File: src/rtl/status_frame_receiver.sv
// status_frame_receiver
//
// Receive-side frame engine for the motor-board UART bus. It hunts a 32-bit
// magic word in the byte stream from uart_rx and collects ID, payload and
// CRC16 (poly 0x8005, init 0xFFFF, MSB first). Good frames are handed to the
// register bank through a one-entry valid/ready buffer.
//
// Ports
//   clk, reset             : clock, asynchronous active-high reset
//   rx_data_ready, rx_data : byte strobe (rising edge counts) and byte
//   id_check_en, expected_id : optional ID filter
//   frame_valid/frame_ready : output buffer handshake
//   frame_id, frame_payload : buffered frame (payload byte 0 in [7:0])
//   crc_error, id_mismatch, timeout_error, overrun : one-cycle event pulses
//   good_count, bad_count  : saturating frame counters
//   busy                   : high while a frame is being received or checked
module status_frame_receiver #(
  parameter logic [31:0] MAGIC              = 32'h1CEB00DA,
  parameter int          PAYLOAD_BYTES      = 21,
  parameter int          CLK_FREQ_HZ        = 50_000_000,
  parameter int          BAUDRATE           = 2_000_000,
  parameter int          TIMEOUT_BYTE_TIMES = 4
) (
  input  logic                       clk,
  input  logic                       reset,
  input  logic                       rx_data_ready,
  input  logic [7:0]                 rx_data,
  input  logic                       id_check_en,
  input  logic [7:0]                 expected_id,
  output logic                       frame_valid,
  input  logic                       frame_ready,
  output logic [7:0]                 frame_id,
  output logic [8*PAYLOAD_BYTES-1:0] frame_payload,
  output logic                       crc_error,
  output logic                       id_mismatch,
  output logic                       timeout_error,
  output logic                       overrun,
  output logic [15:0]                good_count,
  output logic [15:0]                bad_count,
  output logic                       busy
);

  localparam int TIMEOUT = CLK_FREQ_HZ / BAUDRATE * 10 * TIMEOUT_BYTE_TIMES;
  localparam int TMR_W   = $clog2(TIMEOUT + 1);
  localparam int IDX_W   = $clog2(PAYLOAD_BYTES + 3);
  localparam int PW      = 8 * PAYLOAD_BYTES;

  typedef enum logic [1:0] {HUNT, RECEIVE, CHECK} state_t;

  function automatic logic [15:0] crc16_step(input logic [15:0] crc, input logic [7:0] b);
    logic [15:0] c;
    c = crc;
    for (int k = 7; k >= 0; k--) begin
      if (c[15] ^ b[k]) c = {c[14:0], 1'b0} ^ 16'h8005;
      else              c = {c[14:0], 1'b0};
    end
    return c;
  endfunction

  function automatic logic [15:0] sat_inc(input logic [15:0] v);
    return (v == 16'hFFFF) ? v : v + 16'd1;
  endfunction

  state_t             state_q, state_d;
  logic               rx_prev_q;
  logic [23:0]        magic_sr_q, magic_sr_d;
  logic [IDX_W-1:0]   idx_q, idx_d;
  logic [TMR_W-1:0]   timer_q, timer_d;
  logic               frame_valid_q, frame_valid_d;
  logic [7:0]         frame_id_q, frame_id_d;
  logic [PW-1:0]      frame_payload_q, frame_payload_d;
  logic               crc_error_q, crc_error_d;
  logic               id_mismatch_q, id_mismatch_d;
  logic               timeout_q, timeout_d;
  logic               overrun_q, overrun_d;
  logic [15:0]        good_q, good_d;
  logic [15:0]        bad_q, bad_d;
  // Frame assembly registers; contents only matter once the FSM reaches CHECK.
  logic [7:0]         id_buf_q, id_buf_d;
  logic [PW-1:0]      pay_buf_q, pay_buf_d;
  logic [PW+7:0]      pay_shift;
  logic [15:0]        crc_q, crc_d;
  logic [7:0]         crc_hi_q, crc_hi_d;
  logic [7:0]         crc_lo_q, crc_lo_d;
  logic               byte_evt;

  assign byte_evt  = rx_data_ready & ~rx_prev_q;
  // Payload arrives byte 0 first; shifting in from the top leaves byte 0 in [7:0].
  assign pay_shift = {rx_data, pay_buf_q};

  always_comb begin
    state_d         = state_q;
    magic_sr_d      = magic_sr_q;
    idx_d           = idx_q;
    timer_d         = timer_q;
    frame_valid_d   = frame_valid_q & ~frame_ready;
    frame_id_d      = frame_id_q;
    frame_payload_d = frame_payload_q;
    crc_error_d     = 1'b0;
    id_mismatch_d   = 1'b0;
    timeout_d       = 1'b0;
    overrun_d       = 1'b0;
    good_d          = good_q;
    bad_d           = bad_q;
    id_buf_d        = id_buf_q;
    pay_buf_d       = pay_buf_q;
    crc_d           = crc_q;
    crc_hi_d        = crc_hi_q;
    crc_lo_d        = crc_lo_q;

    case (state_q)
      HUNT: begin
        if (byte_evt) begin
          magic_sr_d = {magic_sr_q[15:0], rx_data};
          if ({magic_sr_q, rx_data} == MAGIC) begin
            state_d    = RECEIVE;
            idx_d      = '0;
            crc_d      = 16'hFFFF;
            timer_d    = '0;
            magic_sr_d = '0;
          end
        end
      end
      RECEIVE: begin
        if (byte_evt) begin
          timer_d = '0;
          idx_d   = idx_q + IDX_W'(1);
          if (idx_q == '0) begin
            id_buf_d = rx_data;
            crc_d    = crc16_step(crc_q, rx_data);
          end else if (idx_q <= IDX_W'(PAYLOAD_BYTES)) begin
            pay_buf_d = pay_shift[PW+7:8];
            crc_d     = crc16_step(crc_q, rx_data);
          end else if (idx_q == IDX_W'(PAYLOAD_BYTES + 1)) begin
            crc_hi_d = rx_data;
          end else begin
            crc_lo_d = rx_data;
            state_d  = CHECK;
          end
        end else if (timer_q == TMR_W'(TIMEOUT - 1)) begin
          timeout_d = 1'b1;
          bad_d     = sat_inc(bad_q);
          state_d   = HUNT;
        end else begin
          timer_d = timer_q + TMR_W'(1);
        end
      end
      CHECK: begin
        state_d = HUNT;
        if ({crc_hi_q, crc_lo_q} != crc_q) begin
          crc_error_d = 1'b1;
          bad_d       = sat_inc(bad_q);
        end else if (id_check_en && (id_buf_q != expected_id)) begin
          // Frame addressed to another motor: silently ignored by the counters.
          id_mismatch_d = 1'b1;
        end else if (frame_valid_q && !frame_ready) begin
          overrun_d = 1'b1;
          bad_d     = sat_inc(bad_q);
        end else begin
          frame_valid_d   = 1'b1;
          frame_id_d      = id_buf_q;
          frame_payload_d = pay_buf_q;
          good_d          = sat_inc(good_q);
        end
      end
      default: state_d = HUNT;
    endcase
  end

  always_ff @(posedge clk or posedge reset) begin
    if (reset) begin
      state_q         <= HUNT;
      rx_prev_q       <= 1'b0;
      magic_sr_q      <= '0;
      idx_q           <= '0;
      timer_q         <= '0;
      frame_valid_q   <= 1'b0;
      frame_id_q      <= '0;
      frame_payload_q <= '0;
      crc_error_q     <= 1'b0;
      id_mismatch_q   <= 1'b0;
      timeout_q       <= 1'b0;
      overrun_q       <= 1'b0;
      good_q          <= '0;
      bad_q           <= '0;
    end else begin
      state_q         <= state_d;
      rx_prev_q       <= rx_data_ready;
      magic_sr_q      <= magic_sr_d;
      idx_q           <= idx_d;
      timer_q         <= timer_d;
      frame_valid_q   <= frame_valid_d;
      frame_id_q      <= frame_id_d;
      frame_payload_q <= frame_payload_d;
      crc_error_q     <= crc_error_d;
      id_mismatch_q   <= id_mismatch_d;
      timeout_q       <= timeout_d;
      overrun_q       <= overrun_d;
      good_q          <= good_d;
      bad_q           <= bad_d;
    end
  end

  always_ff @(posedge clk) begin
    id_buf_q  <= id_buf_d;
    pay_buf_q <= pay_buf_d;
    crc_q     <= crc_d;
    crc_hi_q  <= crc_hi_d;
    crc_lo_q  <= crc_lo_d;
  end

  assign frame_valid   = frame_valid_q;
  assign frame_id      = frame_id_q;
  assign frame_payload = frame_payload_q;
  assign crc_error     = crc_error_q;
  assign id_mismatch   = id_mismatch_q;
  assign timeout_error = timeout_q;
  assign overrun       = overrun_q;
  assign good_count    = good_q;
  assign bad_count     = bad_q;
  assign busy          = (state_q != HUNT);

endmodule

File: config.mk
export PLATFORM = sky130hd
export DESIGN_NAME = status_frame_receiver
export DESIGN_NICKNAME = d
export VERILOG_FILES = /design/src/rtl/status_frame_receiver.sv
export SDC_FILE = /design/constraint.sdc
export NUM_CORES = 1
export LEC_CHECK = 0
export CORE_ASPECT_RATIO = 0.8
export CORE_MARGIN = 2
export CORE_UTILIZATION = 59
export DETAILED_ROUTE_END_ITERATION = 8
export GPL_TIMING_DRIVEN = 0
export PLACE_DENSITY_LB_ADDON = 0.12
export SLEW_MARGIN = 20
export SYNTH_ARGS = -nofsm -noshare
export SYNTH_HDL_FRONTEND = slang
export SYNTH_SLANG_ARGS = --single-unit
File: constraint.sdc
create_clock -name clk -period 17.07 [get_ports clk]
set_input_delay 3.414 -clock clk [delete_from_list [all_inputs] [get_ports clk]]
set_output_delay 3.414 -clock clk [all_outputs]
set_load 0.02 [all_outputs]
[After elaboration in Yosys (flattened, before gate mapping)]
Index checks and enable logic that the tools add are counted.
Storage, ports and cells
  bits of input ports: 21
  word-level logic and storage cells: 218
  output and inout port bits: 214
  register bits: 463
Operators by class
  $lt $le $gt $ge: 1
  bitwise logic cells: 41
  equal/unequal tests: 22
  $add $sub $neg: 4
  reduce and logical (&&, ||, !) cells: 20
  mux-type cells: 111
Operators with widths (count)
  two-way mux 16 bit: 75
  case mux 16 bit (2 select lines): 2
  NOT 3 bit: 15
  two-way mux 10 bit: 4
  adder 16 x 1 -> 16 bit, second input constant: 2
  equality test 16 bit, second input constant: 2
  equality test 32 x 29 -> 1 bit, second input constant: 1
  AND reduction 5 bit: 5
  two-way mux 24 bit: 1
  inequality test 3 bit, second input constant: 8
  case mux 10 bit (2 select lines): 1
  two-way mux 1 bit: 16
  inequality test 16 bit: 1
  AND reduction 4 bit: 4
  two-way mux 5 bit: 3
  bitwise XOR 1 bit: 15
  two-way mux 2 bit: 7
  adder 10 x 1 -> 10 bit, second input constant: 1
  equality test 10 bit, second input constant: 1
  inequality test 2 bit, second input constant: 5
  case mux 5 bit (2 select lines): 1
  NOT 1 bit: 9
  inequality test 8 bit: 1
  AND reduction 6 bit: 1
  14 further kinds: 18

[Logic depth before layout (Yosys ltp)]
Gate-level depths: netlist (run 1).
  depth after elaboration: 48
  gate-level depth with buffers: 9
  gate-level depth less buffers: 7

[Worst setup path after synthesis (run 1)]
No wires, ideal clock.
  path type: input to register
  start: input rx_data_ready
  end: register pay_buf_q[0] (enable)
  arrival: 10.842 ns
  path slack: 5.529 ns
  required time: 16.371 ns
  stages on the path: 3
  cells stage by stage: nor2b_1 > nand3_1 > nor2_1
On the way
  cells in the longest elaborated chain, start to end: 2
RTL lines
  start, declared: line 26  | input logic rx_data_ready,
  bitwise AND 1 bit: line 87  | assign byte_evt = rx_data_ready & ~rx_prev_q;
  AND reduction 4 bit (no source line)
  end signal, assigned: line 206  | pay_buf_q <= pay_buf_d;
  end, declared: line 80  | logic [PW-1:0] pay_buf_q, pay_buf_d;
Every way passes these cells.
A chain may end at the register's enable or synchronous reset.

[Worst setup path after layout (run 1)]
  start: input expected_id[3]
  end: register frame_payload_q[33], in the netlist frame_payload[33]
On the way
  cells in the longest elaborated chain, start to end: 4
RTL lines
  start, declared: line 29  | input logic [7:0] expected_id,
  inequality test 8 bit: line 153  | end else if (id_check_en && (id_buf_q != expected_id)) begin
  logical AND 1 bit: line 153
  NOT 1 bit (no source line)
  AND reduction 4 bit (no source line)
  end signal, assigned: line 194  | frame_payload_q <= frame_payload_d;
  end, declared: line 71  | logic [PW-1:0] frame_payload_q, frame_payload_d;
Every way passes these cells.

==> run metrics, run 1 <==
vias in the first global route=11.3k; Clk pwr share=45.0%; antenna cell count=0; #FFs+latches synth=463; clk slew on worst S/H paths=60 ps; gp weighted congestion=0.859; worst reg2reg setup slack=13920 ps; post-CTS resize count=0; Post-Place Cells=2059; Net Sw Power=438 uW; commonest non-fill, non-tap cell in the layout=nand2_1; largest net degree at the start of global routing=105; LEAKAGE=9.50 nW; Most used DFF post-synth=dfrtp_1; outcome=finished, final reports clean; RSZ-0062 raised after global routing=false; power per cell area=101 nW/um2; hold_buf cts=0; initial antenna violation count=0; crit path DAT=6420 ps; CTS tree=yes; sw frac=19.8%; CTS Buf Count=44; ys async rst share=55.1%; Synth warnings=0; final hold vios=0; Hold Startpoint=pay_buf_q[11]$_DFFE_PP_; actual slew at the worst max-slew pin=975 ps; Slowest-stage cell, CP=clkbuf_1; Routed Antenna Nets=0; max-cap violations=0; crit path cell chain=clkdlybuf4s50_1, xnor2_1, nand4_1, o21ai_0, and4_1, clkbuf_1, clkbuf_1, buf_2, nand2_1, nand2_1; Die Footprint=30800 um2; nets=1759; Pins Over Slew Limit=0; GRT Total Usage=25.6%; CORE AREA=29100 um2; relative slew slack=34.7%; H-tree levels=2; Worst Hold Depth=0; io pins=235; commonest non-fill, non-tap cells in the layout=nand2_1, dfrtp_1, clkdlybuf4s50_1; Max Fanout on Critical Path=10; Bufs on Longest Clock Path=3; CP bufs+invs=4; combinational share of power=2.0%; Gate Count Post-Synth=1438; CP required=17550 ps; Clk Latency, worst-skew pair=550 ps; layout cells sized above 1=6.47%; clk sinks=463; dpl hpwl=26300 um; Int Power=1.78 mW; via count=11.6k; Levels on crit path=10; Syn Area/Cell=12.1 um2; Vias/cell=5.44; Initial DRT Pass Iterations=6; maximum vdd drop=0.0000835 V; Post-Layout Cell Count=2139; Rows=56; grt ovf=0; skew final=24.3 ps; Final setup viols=0; post-synthesis cell area=17300 um2; Root Buffer=clkbuf_16; Max Clk Rate=0.168 GHz; Post-synth EDFFs=208; Distinct cells, synth=56; Critical R2R Capture=frame_payload[33]$_DFFE_PP0P_; Post-CTS Setup Inserts=0; critical path class=in2reg; initial core utilization=59.6%; drt initial violations=917; critical path's top delay family=buffers and inverters; Tmin final=5940 ps; setup TNS=0 ps; CP Capture Type=flip-flop; syn nets=1469; total wire length=38500 um; max incr delay on CP=550 ps; first-pass GRT wire length=61100 um; die height=157 um; Filler Cell Count=1834; Hold WC Path Type=reg2reg; Tcrit/Tclk final=34.8%; Area Overhead vs Synth=26.4%; WHS Endpoint=pay_buf_q[3]$_DFFE_PP_; CP startpoint kind=primary input; die width=196 um; cell count of the worst reg-to-reg path=9; WL per Instance=18.0 um; sequential share of the synthesized area=72.9%; DR DRC count=0; sequential share of power=53.0%; number of port buffers=234; RR Startpoint=crc_q[7]$_SDFFCE_PN1P_
==> Yosys cell counts, types with 2 or more instances <==
cell type  number  area, um2
ha_1           10        125
a21oi_1         4       20.0
or2_2           4       25.0
edfxtp_1      208       6250
nor4_4          2       42.5
nor4b_1         5       43.8
dfrtp_1       255       6380
inv_1          12       45.0
xnor2_1        54        473
nor3_1         16       80.1
nand4_1        21        131
xor2_1         23        201
nor2_1         25       93.8
and2_1          3       18.8
o21a_1          2       15.0
mux2_2          5       56.3
a211oi_1        2       15.0
and3_1          4       25.0
nand2b_1       11       68.8
nor4_1          9       56.3
nand2_1       626       2350
and4b_1         3       30.0
and4_1          3       26.3
nor2b_1         2       12.5
a2bb2oi_1       3       26.3
nand3_1        20        100
clkbuf_1       37        139
a221o_1         3       30.0
o21ai_0        26        130
buf_2          14       70.1
==> worst max-delay path by stage <==
stage | startpoint | end
after global routing | expected_id[3] | frame_payload[11]$_DFFE_PP0P_
final | expected_id[3] | frame_payload[33]$_DFFE_PP0P_
after global placement | rx_data_ready | pay_buf_q[79]$_DFFE_PP_
after floorplan | rx_data_ready | pay_buf_q[0]$_DFFE_PP_
after CTS | expected_id[3] | frame_payload[34]$_DFFE_PP0P_
after detailed placement | expected_id[3] | frame_payload[34]$_DFFE_PP0P_
==> cell type report <==
class                      count  area (um2)  area share [%]
clock inverter                16         181           0.828
inverter                      12        52.6           0.240
sequential                   463       12600            57.6
tap                          377         472            2.15
clock buffer                  64        1310            5.97
multi-input combinational    910        4460            20.4
buffer                        53         224            1.02
timing repair buffer         244        2590            11.8
==> power groups by stage <==
stage | combinational [mW] | sequential (mW) | clock (mW)
finish | 0.0435 | 1.17 | 0.996
global route | 0.0495 | 1.17 | 1.06
CTS | 0.0445 | 1.17 | 1.01
detailed placement | 0.0442 | 1.20 | 0
global placement | 0.0413 | 1.20 | 0
floorplan | 0.0275 | 1.19 | 0
==> layer usage <==
layer	vias to the layer above	global-route usage, %	routed length, um
met5	-	0	0
met2	413	40.1	17800
met3	72	6.71	3070
met1	5797	36.0	16600
li1	5362	-	-
met4	0	7.20	952
==> worst reg2reg max path, cell delays in order, from the launching register on <==
cell,delay (ps)
edfxtp_1,450
xnor2_1,180
nand4_1,180
nor4_4,520
and4_1,290
clkbuf_1,550
clkbuf_1,430
buf_2,320
nand2_1,100
nand2_1,70
==> sequential cells by signal (all words and copies together) (netlist names), 10 cells and up <==
register       cells
timer_q           10
crc_q             16
magic_sr_q        24
pay_buf_q        168
bad_count         16
good_count        16
frame_payload    168
==> through the flow <==
stage,hold slack [ps],setup WS (ps),utilization (%),area [um2],power (mW)
5_1_grt,461,10850,75.4,21900,2.28
3_5_place_dp,434,10550,70.2,20400,1.24
6_report,444,11130,75.4,21900,2.21
3_3_place_gp,427,1550,69.3,20100,1.24
4_1_cts,442,11090,75.4,21900,2.23
2_1_floorplan,422,5530,-,17300,1.22
==> kinds of logic after synthesis <==
group | synth area share (%)
compound gates | 1.73
flops | 72.9
mux | 0.383
buf+inv | 1.55
fa+ha+maj | 0.722
xor+xnor | 4.03
simple gates | 18.7
(Power assumes the default switching activity.)
==> run 2: changes to the inputs <==
CORE_UTILIZATION = 49   (was 59)
clock period = 4.89 ns   (was 17.07 ns; I/O delays follow)
==> run 2 against run 1 <==
Against the previous run: worst setup slack lost 9700 ps; first-iteration DRC count grew 10%; clock skew shrank 9.2 ps; highest routed layer unchanged; total power grew to 3.5 times the previous value; largest cell class unchanged; wire length grew 2.1%; critical path depth is the same; clock-buffer cell count is the same; cell count grew 5.0%; sequential cell count is the same.
==> run metrics, run 2 (synthesized netlist as in run 1, its figures left out) <==
commonest non-fill, non-tap cells in the layout=nand2_1, dfrtp_1, clkdlybuf4s50_1; clk slew on worst S/H paths=60 ps; grt ovf=0; Int Power=6.19 mW; Worst Setup Slack, final=1420 ps; largest net degree at the start of global routing=35; Bufs on Longest Clock Path=3; die height=172 um; Post-CTS Setup Inserts=0; actual slew at the worst max-slew pin=952 ps; Power, Total=7.79 mW; Hold WC Path Type=reg2reg; nets=1768; antenna cell count=0; Vias/cell=5.05; LEAKAGE=9.55 nW; clk sinks=463; vias in the first global route=11.0k; power per cell area=352 nW/um2; layout cells sized above 1=6.87%; Area Overhead vs Synth=27.8%; Root Buffer=clkbuf_16; via count=11.3k; DR DRC count=0; final hold vios=0; Final setup viols=0; drt initial violations=1011; Tmin final=3470 ps; Clk Latency, worst-skew pair=560 ps; Max Fanout on Critical Path=10; sequential share of power=52.6%; Routed Antenna Nets=0; critical path class=in2reg; Clk pwr share=45.3%; Die Footprint=36900 um2; skew final=15.1 ps; first-pass GRT wire length=62000 um; number of port buffers=234; outcome=finished, final reports clean; sw frac=20.6%; maximum vdd drop=0.000257 V; dpl hpwl=27600 um; H-tree levels=2; WL per Instance=17.5 um; initial antenna violation count=0; Initial DRT Pass Iterations=5; Tcrit/Tclk final=71.0%; CTS tree=yes; die width=214 um; relative slew slack=36.3%; GRT Total Usage=21.5%; CP required=5380 ps; gp weighted congestion=0.855; post-CTS resize count=0; CORE AREA=34800 um2; commonest non-fill, non-tap cell in the layout=nand2_1; setup TNS=0 ps; RSZ-0062 raised after global routing=false; Max Clk Rate=0.288 GHz; combinational share of power=2.1%; CTS Buf Count=46; Pins Over Slew Limit=0; io pins=235; Net Sw Power=1.60 mW; max-cap violations=0; crit path DAT=3960 ps; initial core utilization=49.8%; final instance area=22200 um2; CP startpoint kind=primary input; hold_buf cts=0; CP Capture Type=flip-flop; total wire length=39300 um; Rows=61; cell area after placement=20600 um2; dpl ws=820 ps
[run 2: cell count changes in the layout (fill, tap and decap cells not counted), sizes merged]
cell,before,now
clkinvlp,1,2
buf,26,33
clkinv,10,14
inv,13,14
[run 2: routing by layer]
metal | vias to the layer above | track usage [%] | part of all wire, %
li1 | 5377 | - | -
met1 | 5623 | 30.9 | 46
met2 | 287 | 33.4 | 45
met3 | 51 | 5.29 | 6.9
met4 | 0 | 4.98 | 1.7
met5 | - | 0 | 0
[run 2: area by class of cell]
type,instances,area [um2]
timing repair buffer,251,2700
inverter,12,48.8
tap,472,591
clock buffer,64,1270
buffer,53,224
clock inverter,22,236
fill,2774,12700
multi-input combinational,910,4460
sequential,463,12600
[run 2: power groups by stage]
stage               clock network (mW)  registers, mW  logic (mW)
CTS                               3.60           4.10       0.169
global route                      3.76           4.10       0.187
floorplan                            0           4.17      0.0962
detailed placement                   0           4.17       0.169
finish                            3.53           4.10       0.164
global placement                     0           4.18       0.146
[run 2: critical path, stage by stage]
cell,delay (ps)
clkdlybuf4s50_1,480
xnor2_1,120
nand4_1,280
o21ai_0,350
and4_1,230
clkbuf_1,560
clkbuf_1,460
buf_2,330
nand2_1,90
nand2_1,80
[run 2: stage by stage]
step	cells	utilization, %	hold slack (ps)
floorplan	1438	-	422
global placement	2144	58.3	431
detailed placement	2161	59.3	434
CTS	2247	63.7	440
global route	2247	63.7	450
finish	2247	63.7	443
[run 2: final timing paths]
check | start | end | slack [ps] | depth (start not counted)
worst max-delay path | expected_id[3] | frame_payload[83]$_DFFE_PP0P_ | 1420 | 10
worst min-delay path | pay_buf_q[85]$_DFFE_PP_ | pay_buf_q[77]$_DFFE_PP_ | 440 | 0
worst max register to register | crc_q[13]$_SDFFCE_PN1P_ | frame_payload[83]$_DFFE_PP0P_ | 1740 | 9
worst min register to register | pay_buf_q[85]$_DFFE_PP_ | pay_buf_q[77]$_DFFE_PP_ | 440 | 0
max in group asynchronous | reset | good_count[6]$_DFFE_PP0P_ | 2960 | 6
min in group asynchronous | reset | frame_payload[14]$_DFFE_PP0P_ | 740 | 2
